File: src/rtl/otp_pkg.sv
// rtl/otp_pkg.sv - shared width, LFSR taps, FSM states and bit helpers for the OTP decrypt sequencer
package otp_pkg;

    localparam int WIDTH = 64;

    // Fibonacci LFSR feedback taps (bit positions in the keystream state)
    localparam int TAP_A = 63;
    localparam int TAP_B = 62;
    localparam int TAP_C = 60;
    localparam int TAP_D = 59;

    localparam logic [WIDTH-1:0] DEFAULT_SEED = 64'hFFFF_FFFF_FFFF_FFFF;

    typedef enum logic [1:0] {
        IDLE   = 2'd0,
        STAGE1 = 2'd1,
        STAGE2 = 2'd2,
        OUT    = 2'd3
    } state_t;

    function automatic logic [WIDTH-1:0] bitrev(input logic [WIDTH-1:0] v);
        logic [WIDTH-1:0] r;
        for (int i = 0; i < WIDTH; i++) begin
            r[i] = v[WIDTH-1-i];
        end
        return r;
    endfunction

    function automatic logic [WIDTH-1:0] complement(input logic [WIDTH-1:0] v);
        return ~v;
    endfunction

    function automatic logic [WIDTH-1:0] lfsr_next(input logic [WIDTH-1:0] v);
        return {v[WIDTH-2:0], v[TAP_A] ^ v[TAP_B] ^ v[TAP_C] ^ v[TAP_D]};
    endfunction

endpackage

File: src/rtl/otp_keystream.sv
// rtl/otp_keystream.sv - 64-bit Fibonacci LFSR keystream generator with load and advance
//
// Ports:
//   clk       rising-edge clock
//   rst       synchronous active-low reset, returns state to RESET_SEED
//   load      load load_val into the state (has priority over advance)
//   load_val  value to load
//   advance   step the LFSR once
//   state     current keystream word
module otp_keystream
    import otp_pkg::*;
#(
    parameter logic [WIDTH-1:0] RESET_SEED = otp_pkg::DEFAULT_SEED
) (
    input  logic             clk,
    input  logic             rst,
    input  logic             load,
    input  logic [WIDTH-1:0] load_val,
    input  logic             advance,
    output logic [WIDTH-1:0] state
);

    always_ff @(posedge clk) begin
        if (!rst) begin
            state <= RESET_SEED;
        end else if (load) begin
            state <= load_val;
        end else if (advance) begin
            state <= lfsr_next(state);
        end
    end

endmodule

File: src/rtl/otp_decrypt_sequencer.sv
// rtl/otp_decrypt_sequencer.sv - two-stage one-time-pad decrypt sequencer with ready/valid handshakes
//
// Ports:
//   clk        rising-edge clock
//   rst        synchronous active-low reset
//   in_valid   cipher word offered
//   in_ready   sequencer accepts a cipher word (IDLE and no seed load)
//   chiper     cipher word
//   seed_load  keystream seed load request (honoured only in IDLE)
//   seed       seed value; zero selects DEFAULT_SEED
//   out_valid  plain word valid (OUT state only)
//   out_ready  consumer accepts the plain word
//   plain      decrypted word
//   busy       high whenever not IDLE
//   blk_count  number of delivered plain words, wraps at 2^16
module otp_decrypt_sequencer
    import otp_pkg::*;
#(
    parameter logic [63:0] DEFAULT_SEED = otp_pkg::DEFAULT_SEED
) (
    input  logic             clk,
    input  logic             rst,
    input  logic             in_valid,
    output logic             in_ready,
    input  logic [WIDTH-1:0] chiper,
    input  logic             seed_load,
    input  logic [WIDTH-1:0] seed,
    output logic             out_valid,
    input  logic             out_ready,
    output logic [WIDTH-1:0] plain,
    output logic             busy,
    output logic [15:0]      blk_count
);

    state_t           state_q;
    state_t           state_d;
    logic [WIDTH-1:0] chiper_q;
    logic [WIDTH-1:0] s1_q;
    logic [WIDTH-1:0] plain_q;
    logic [15:0]      blk_count_q;
    logic [WIDTH-1:0] ks;
    logic [WIDTH-1:0] ks_load_val;
    logic             ks_load;
    logic             ks_advance;
    logic             accept;
    logic             deliver;

    // A zero seed would lock the LFSR at zero, so it maps to the default seed.
    assign ks_load_val = (seed == '0) ? DEFAULT_SEED : seed;

    otp_keystream #(
        .RESET_SEED(DEFAULT_SEED)
    ) u_keystream (
        .clk      (clk),
        .rst      (rst),
        .load     (ks_load),
        .load_val (ks_load_val),
        .advance  (ks_advance),
        .state    (ks)
    );

    // State register
    always_ff @(posedge clk) begin
        if (!rst) begin
            state_q <= IDLE;
        end else begin
            state_q <= state_d;
        end
    end

    // Next-state logic; seed_load in IDLE blocks the input handshake
    always_comb begin
        state_d = state_q;
        case (state_q)
            IDLE:    if (!seed_load && in_valid) state_d = STAGE1;
            STAGE1:  state_d = STAGE2;
            STAGE2:  state_d = OUT;
            OUT:     if (out_ready) state_d = IDLE;
            default: state_d = IDLE;
        endcase
    end

    // Output / control decode
    always_comb begin
        in_ready   = 1'b0;
        out_valid  = 1'b0;
        busy       = 1'b1;
        ks_load    = 1'b0;
        ks_advance = 1'b0;
        accept     = 1'b0;
        deliver    = 1'b0;
        case (state_q)
            IDLE: begin
                busy     = 1'b0;
                in_ready = rst && !seed_load;
                ks_load  = seed_load;
                accept   = in_valid && rst && !seed_load;
            end
            STAGE1:  ks_advance = 1'b1;
            STAGE2:  ks_advance = 1'b1;
            OUT: begin
                out_valid = 1'b1;
                deliver   = out_ready;
            end
            default: busy = 1'b1;
        endcase
    end

    // Datapath: each block uses the keystream word present in STAGE1 and the
    // next one in STAGE2, since the LFSR steps at the end of each stage.
    always_ff @(posedge clk) begin
        if (!rst) begin
            chiper_q    <= '0;
            s1_q        <= '0;
            plain_q     <= '0;
            blk_count_q <= '0;
        end else begin
            if (accept) begin
                chiper_q <= chiper;
            end
            if (state_q == STAGE1) begin
                s1_q <= bitrev(complement(bitrev(chiper_q))) ^ ks;
            end
            if (state_q == STAGE2) begin
                plain_q <= bitrev(complement(s1_q)) ^ ks;
            end
            if (deliver) begin
                blk_count_q <= blk_count_q + 16'd1;
            end
        end
    end

    assign plain     = plain_q;
    assign blk_count = blk_count_q;

endmodule

File: config.mk
export PLATFORM = sky130hd
export DESIGN_NAME = otp_decrypt_sequencer
export DESIGN_NICKNAME = d
export VERILOG_FILES = /design/src/rtl/otp_pkg.sv /design/src/rtl/otp_keystream.sv /design/src/rtl/otp_decrypt_sequencer.sv
export SDC_FILE = /design/constraint.sdc
export NUM_CORES = 1
export LEC_CHECK = 0
export ABC_AREA = 1
export BUFFER_PORTS_ARGS = -buffer_cell sky130_fd_sc_hd__buf_2
export CAP_MARGIN = 20
export CORE_MARGIN = 5
export CORE_UTILIZATION = 25
export CTS_BUF_LIST = sky130_fd_sc_hd__clkbuf_8
export CTS_CLUSTER_SIZE = 40
export DETAILED_ROUTE_END_ITERATION = 10
export PLACE_DENSITY_LB_ADDON = 0.25
export SKIP_CTS_REPAIR_TIMING = 1
export SLEW_MARGIN = 5
export SYNTH_ARGS = -nofsm -noshare
export SYNTH_HDL_FRONTEND = slang
export SYNTH_SLANG_ARGS = --single-unit
File: constraint.sdc
create_clock -name clk -period 2.14 [get_ports clk]
set_clock_uncertainty 0.05 [all_clocks]
set_input_delay 0.428 -clock clk [delete_from_list [all_inputs] [get_ports clk]]
set_output_delay 0.428 -clock clk [all_outputs]
set_load 0.05 [all_outputs]
# After elaboration in Yosys (flattened, before gate mapping)
# Index checks and enable logic that the tools add are counted.
op_classes:
  add_sub_neg: 1
  multipliers: 0
  div: 0
  n_lt_le_gt_ge: 0
  n_eq_ne: 5
  shift: 0
  n_mux: 13
  bitwise: 7
  reduce_logical: 10
op_table:
  columns: ["cell", "count"]
  rows:
  - ["64-bit two-way mux", 3]
  - ["64-bit NOT", 2]
  - ["64-bit XOR", 2]
  - ["64-bit zero test", 1]
  - ["16-bit by 1-bit adder with 16-bit output, second input constant", 1]
  - ["2-bit one-hot mux with 4 select lines", 1]
  - ["1-bit two-way mux", 7]
  - ["2-bit equality test, second input constant", 2]
  - ["1-bit logical AND", 4]
  - ["2-bit two-way mux", 2]
  - ["2-bit != test, second input constant", 2]
  - ["1-bit XOR", 3]
  - ["2-bit by 1-bit equality test with 1-bit output, second input constant", 1]
  - ["2-bit zero test", 1]
  - ["2-bit AND reduction", 1]
  - ["2-bit nonzero test", 1]
  - ["2-bit OR reduction", 1]
  - ["1-bit zero test", 1]
word_totals:
  ff_bits: 274
  latchBits: 0
  ramBits: 0
  mem_bits_ro: 0
  in_bits: 133
  output_inout_bits: 83
  elab_cells: 42
  mem_count: 0

# Depth between registers and ports, before layout
# Gate-level depths: netlist (run 1).
logic_depth:
  depth_word: 5
  ltp_mapped: 10
  depth_no_buf: 10

# Hierarchy
# A second synthesis (run 1) with hierarchy kept.
hier_totals:
  cells_unflattened: 1709
  hier_area_um2: 12473.2
by_module_without_submodules:
  columns: ["mod", "n_inst", "cells_each", "area_per_inst_um2", "seq_area_each_um2"]
  rows:
  - ["otp_decrypt_sequencer", 1, 1399, 9854.5, 4204.0]
  - ["otp_keystream", 1, 310, 2618.8, 1281.2]

# Least setup slack after synthesis (run 1)
# Ideal clock, no wire load.
synth_path:
  path_type: "register to register"
  startpoint: "reg state_q[1]"
  endpoint: "reg chiper_q[0]"
  t_arrival_ps: 1859
  required_time_ps: 1977
  path_slack_ps: 117
  path_stages_with_launch: 10
  path_buffers: 2
  cell_sequence: "dfxtp_1 -> inv_1 -> ha_1 -> inv_2 -> nor3_4 -> nand2_1 -> buf_6 -> buf_6 -> o21ai_1 -> nor2_1"
synth_between:
  elab_chain_cells: 2
synth_lines:
  columns: ["element", "line", "rtl"]
  rows:
  - ["from (decl)", "otp_decrypt_sequencer.sv:35", "state_t state_q;"]
  - ["from (signal assigned)", "otp_decrypt_sequencer.sv:67", "state_q <= state_d;"]
  - ["2-bit zero test", "otp_decrypt_sequencer.sv:92", "case (state_q)"]
  - ["1-bit two-way mux", "otp_decrypt_sequencer.sv:92", null]
  - ["to (signal assigned)", "otp_decrypt_sequencer.sv:119", "chiper_q <= chiper;"]
  - ["to (decl)", "otp_decrypt_sequencer.sv:37", "logic [WIDTH-1:0] chiper_q;"]
# Every way passes these cells.
# A chain may end at the register's enable or synchronous reset.

# Worst setup path after layout (run 1)
layout_path:
  startpoint: "reg state_q[1]"
  endpoint: "out in_ready"
layout_between:
  elab_chain_cells: 2
layout_lines:
  columns: ["element", "line", "rtl"]
  rows:
  - ["2-bit zero test", "otp_decrypt_sequencer.sv:92", null]
  - ["1-bit two-way mux", "otp_decrypt_sequencer.sv:92", null]
  - ["to (decl)", "otp_decrypt_sequencer.sv:24", "output logic in_ready,"]
# Every way passes these cells.

==> metrics.txt, run 1 <==
status finished clean; overall routed net length between 40000 and 50000 µm; max_slew headroom around 52%; commonest non-fill, non-tap cell in the layout nor2_1; setup tns final 0 ns; Post-Syn Area between 10000 and 15000 µm²; clk buf depth 3; Starting Density 25.26%; M1 wire length 19010 µm; WL met2 18640 µm; most frequent cells in the layout nor2_1 (512), inv_1 (293), dfxtp_1 (272); Post-DRT Antenna Nets 0; initial antenna violation count 10; crit path max fanout 3; Hold Vio Cnt, Final 0; pre-CTS WS a little under 0.009 ns; Post-Syn Area per Cell 6.795 µm²; Clock Pin Slew Worst Setup and Hold Paths about 0.060 ns; maximum vdd drop roughly 0.55 mV; die width 237.7 µm; DR WL met3 approximately 2700 µm; vias in the first global route between 10k and 15k; Die H between 200 and 250 µm; sequential share of power 34.8%; Max Cap Viol 0; Mapped Cells around 1.9k; IO buf count about 220; post-route setup slack a little over 0.1 ns; Seq/Total Area, Yosys a little over two fifths; Avg Vias per Cell around 4.2; Switching Share between 40% and 50%; NumNets Final ~2.3k; wire per inst about 15 µm; share of cells above drive strength 1 ~16%; min-delay src chiper[22]; Final Total Pwr between 20 and 25 mW; 1st-iter DRT viols roughly 600; fin crit share between 90% and 100%; type of the worst setup path reg -> out; NetSw 9.759 mW; crit path time final slightly above 2 ns; Data required, critical path about 1.7 ns; P_leak slightly above 8 nW; core area between 50000 and 60000 µm²; CTS sink count between 200 and 300; CTS buffer count 52; crit path capture in_ready; largest net degree at the start of global routing about 140; Top Ports around 220; r2r worst-path depth 7; length of the first detailed-routing pass in iterations 5; num rows 83; register bit count reported by yosys approximately 270; Area growth syn-to-layout 22.78%; Critical R2R Capture s1_q[10]; highest clock rate between 0.4 and 0.5 GHz; Gate power share a little over two fifths; Internal between 10 and 15 mW; GRT Residual Overflow 0; setup repair after global routing missed its margin false; FF-to-FF setup slack about 0.30 ns; Critical Path AT between 1.5 and 2 ns; CTS tree built; Highest Signal Layer met5; Post-route DRC 0; Routability Congestion approximately 0.78; critical path startpoint category flop; final setup violation count 0; Synth warnings 0; FILL cells 5651; Post-Syn Nets about 2k; die area roughly 56000 µm²; Vias around 12k; Clock power frac between 20 and 25%; GR Util All Layers ~14%; Unique masters post-synth 30; CP startpoint state_q[1]; max-slew violation count 0; first-pass GRT wire length 64760 µm; Clock Latency Late Sink 0.61 ns; dpl hpwl about 27000 µm; H-tree depth 2; reg2reg start state_q[1]; root buf cell clkbuf_8; Slew @ Worst Pin ~0.73 ns; PwrDens around 1400 nW/µm²; Crit. End Element output port; Tightest Hold Check Type in -> reg
==> synthesized netlist by cell type <==
library cell / count / area [µm²]
buf_1: 5 / 18.77
a21oi_1: 8 / 40.04
nor2_2: 2 / 12.51
buf_6: 16 / 180.2
nand2_1: 244 / 915.9
and3_1: 1 / 6.260
nand3_1: 4 / 20.02
buf_2: 22 / 110.1
clkinv_2: 1 / 5.000
inv_2: 4 / 15.01
dfxtp_1: 274 / 5485
nor3_1: 6 / 30.03
xnor2_1: 129 / 1130
nand3b_2: 1 / 11.26
inv_1: 273 / 1025
ha_1: 5 / 62.56
a21o_1: 1 / 7.510
nor2_1: 512 / 1922
a31oi_1: 1 / 6.260
buf_4: 4 / 30.03
o21ai_1: 60 / 300.3
o21ai_0: 270 / 1351
nand3b_1: 1 / 7.510
clkbuf_1: 56 / 210.2
nand2_2: 2 / 12.51
clkinv_1: 1 / 3.750
nor3_4: 1 / 16.27
nor3b_1: 1 / 7.510
nand3_2: 1 / 10.01
nand4_1: 1 / 6.260
==> worst min-delay path by stage <==
stage,depth (start not counted),endpoint,slack [ns]
after CTS,3,chiper_q[48],-0.07
after global routing,3,chiper_q[39],0.001
after global placement,2,chiper_q[30],0.44
final,3,chiper_q[22],0.02
after floorplan,2,chiper_q[0],0.42
after detailed placement,2,chiper_q[58],0.44
==> metrics by stage <==
stage               util [%]  hold WS [ns]  instances  instance area (µm²)
floorplan                  -        0.4241       1907                12960
global placement       28.52        0.4369       2718                14630
detailed placement     28.52        0.4422       2718                14630
CTS                    30.57      -0.06820       2814                15680
global route           31.01      0.001351       2837                15910
finish                 31.01       0.02199       2838                15910
==> layout make-up <==
cell class | count | area, µm² | area share, %
Tap cell | 680 | 850.8 | 5.348
Inverter | 279 | 1051 | 6.606
Sequential cell | 274 | 5488 | 34.49
Antenna cell | 4 | 10.01 | 0.06291
Timing Repair Buffer | 254 | 1548 | 9.728
Multi-Input combinational cell | 1251 | 5911 | 37.15
Clock inverter | 31 | 157.7 | 0.9909
Clock buffer | 65 | 894.6 | 5.623
==> logic make-up after synthesis <==
kind of cell | after synthesis | synth area share [%]
xor+xnor | 129 | 8.719
flops | 274 | 42.33
compound gates | 340 | 13.16
buf+inv | 382 | 12.33
fa+ha+maj | 5 | 0.4828
simple gates | 777 | 22.98
==> power by group through the flow <==
stage / logic (mW) / registers [mW] / clock network, mW
floorplan: 5.48 / 9.34 / 0
global placement: 9.46 / 7.93 / 0
detailed placement: 9.47 / 7.97 / 0
CTS: 9.53 / 7.87 / 5.38
global route: 10.7 / 8.05 / 5.59
finish: 9.52 / 7.84 / 5.16
==> worst max-delay path, cell delays in order, from the launching register on <==
cell and delay (ns):
dfxtp_2 0.34, inv_2 0.09, ha_4 0.14, inv_2 0.06
nor3_4 0.14, buf_6 0.19
==> sequential cells by signal, indices dropped and copies added, names as in the netlist <==
| name | count |
|---|---|
| plain | 64 |
| u_keystream.state | 64 |
| s1_q | 64 |
| blk_count | 16 |
| state_q | 2 |
| chiper_q | 64 |
==> routing by layer <==
metal / vias up / track usage [%]
li1: 6198 / -
met1: 5401 / 18.93
met2: 305 / 23.05
met3: 74 / 3.701
met4: 8 / 4.163
met5: - / 0
No activity file was read; power rests on OpenSTA's default activity.
==> run 2, diff against run 1 <==
RECOVER_POWER = 100   (was default)
SYNTH_HIERARCHICAL = 1   (was default)
==> metrics.txt, run 2 <==
commonest non-fill, non-tap cell in the layout nor2_1; setup repair after global routing missed its margin true; Commonest cells post-synth nor2_1 (420), dfxtp_1 (274), inv_1 (219); register bit count reported by yosys 274; dpl hpwl around 28000 µm; Die H between 200 and 250 µm; count leader, synth nor2_1; Post-Syn Area per Cell about 7.3 µm²; crit path max fanout 4; NumNets Final about 2.1k; 1st-iter DRT viols between 600 and 700; die width between 200 and 250 µm; top post-synthesis cells by area dfxtp_1 (44%), nor2_1 (13%), xnor2_1 (9.0%), inv_1 (6.6%), nand2_1 (5.6%); Synth Area in Adders less than 1%; first-pass GRT wire length around 62000 µm; vias in the first global route 10.78k; wire per inst between 15 and 20 µm; number of synthesized flops with an enable pin 0; Data required, critical path 1.66 ns; crit path time final around 2.1 ns; Post-Syn Area 12470 µm²; leading area contributor after synthesis dfxtp_1; most frequent cells in the layout nor2_1 (420), dfxtp_1 (272), inv_1 (232); Avg Vias per Cell roughly 4.3; compound-cell area share of the yosys netlist 14.65%; IO buf count between 200 and 250; highest clock rate around 0.48 GHz; grt met2 use a little under a quarter; Area growth syn-to-layout 23.31%; Clock Latency Late Sink 0.60 ns; overall routed net length slightly above 40000 µm; max_slew headroom between 50% and 60%; initial antenna violation count 5; Routability Congestion around 0.79; Max Cap Viol 0; Top Ports 216; H-tree depth 2; Post-Syn Nets between 1.5k and 2k; fraction of registers with async set/reset 0%; share of the synthesized area in the top cell type a little over two fifths; CTS tree built; CTS sink count roughly 270; slowest CP cell dfxtp_2; Unique masters post-synth 29; Tightest Hold Check Type in -> reg; status finished clean; critical path startpoint category flop; largest net degree at the start of global routing 66; max-slew violation count 0; Worst path max stage delay 0.34 ns; num rows ~80; type of the worst setup path reg -> out; share of cells above drive strength 1 about 17%; Starting Density between 20% and 30%; Clock Pin Slew Worst Setup and Hold Paths ~0.060 ns; P_leak about 7.7 nW; GRT Residual Overflow 0; Post-route DRC 0; Post-DRT Antenna Nets 0; largest family of logic cells by synthesized area simple AND/OR/NAND/NOR gates; fraction of the mapped netlist area in simple logic gates roughly a fifth; Global Route met1 Usage slightly below 20%; Seq/Total Area, Yosys between 40% and 50%; length of the first detailed-routing pass in iterations 5; Synth warnings 6; Crit. End Element output port; Util after Layout between 30% and 40%; maximum vdd drop roughly 0.74 mV; die area roughly 54000 µm²; core area ~50000 µm²; fin crit share a little over nine tenths; Slew @ Worst Pin ~0.67 ns; xor/xnor share of the synthesized area 8.988%; PwrDens about 1500 nW/µm²; Vias around 11k; FILL cells around 5.4k; busiest layer in global routing met2; Most used DFF post-synth dfxtp_1; mux contribution to synthesized area 0%; setup tns final 0 ns; CTS buffer count 50; final setup violation count 0; clk buf depth 3; Hold Vio Cnt, Final 0; GR Util met3 approximately 3.9%; root buf cell clkbuf_8; Cell Chain, Critical Path inv_4 > ha_4 > inv_2 > nor3_4 > buf_6; Mapped Cells ~1.7k; GR Util All Layers between 10 and 15%; Critical Path AT about 1.6 ns
run 2: cell types whose count changed after synthesis, moves of 6 or more:
cell	before	now
o21ai_0	270	139
nor2_1	512	420
a21oi_1	8	73
a22oi_1	0	58
nand2_1	244	186
inv_1	273	219
clkbuf_1	56	35
nand3_1	4	22
nand4_1	1	12
buf_6	16	23
buf_2	22	28
run 2: cell families (layout without fill, tap and decap cells):
group | Yosys count | count (layout)
AO/OA/AOI/OAI | 334 | 334
buffers and inverters | 317 | 567
other | 0 | 3
flip-flops | 274 | 274
XOR/XNOR | 128 | 128
adder cells (fa/ha/maj) | 6 | 6
AND/OR/NAND/NOR | 650 | 650
run 2: report_power, final:
group	total (mW)	switching, mW	internal [mW]
clock	4.94	2.20	2.74
sequential	8.23	1.47	6.76
combinational	9.51	6.04	3.47
total	22.7	9.71	13.0
run 2: per-layer routing:
metal | up-vias | wire, µm
met2 | 270 | 18290
li1 | 5773 | -
met4 | 4 | 881
met3 | 62 | 2397
met1 | 5137 | 18970
met5 | - | 27
run 2: per-stage QoR:
| step | total power [mW] | hold slack (ns) | worst slack [ns] | cell area [µm²] | instances |
|---|---|---|---|---|---|
| 6_report | 22.68 | 0.02361 | 0.06431 | 15380 | 2626 |
| 5_1_grt | 24.47 | 0.003191 | -0.04520 | 15380 | 2624 |
| 4_1_cts | 22.97 | -0.04744 | -0.3420 | 15150 | 2602 |
| 3_5_place_dp | 17.90 | 0.4301 | 0.1572 | 14170 | 2518 |
| 3_3_place_gp | 17.71 | 0.4211 | 0.1069 | 14150 | 2517 |
| 2_1_floorplan | 15.24 | 0.4243 | 0.03043 | 12470 | 1709 |
run 2: area by class of cell:
type	instances	area, µm²	share of cell area, %
multi-input combinational	1118	5595	36.38
sequential	274	5488	35.68
timing repair buffer	259	1633	10.62
clock buffer	63	867.1	5.637
inverter	224	847.1	5.507
tap	664	830.8	5.401
clock inverter	21	112.6	0.7321
antenna	3	7.507	0.04881
run 2: worst max-delay path, delay by kind of cell, from the launching register on:
kind	cells	cell delay [ns]
buffers and inverters	3	0.31
AND/OR/NAND/NOR	1	0.20
flip-flops	1	0.34
adder cells (fa/ha/maj)	1	0.15
run 2: path summary, 6_finish.rpt:
| kind | from | to | slack [ns] | cells after the start |
|---|---|---|---|---|
| max reg2reg | state_q[1] | chiper_q[23] | 0.36 | 9 |
| min reg2reg | blk_count[6] | blk_count[6] | 0.44 | 1 |
| max | state_q[1] | in_ready | 0.06 | 5 |
| min | chiper[52] | chiper_q[52] | 0.02 | 3 |
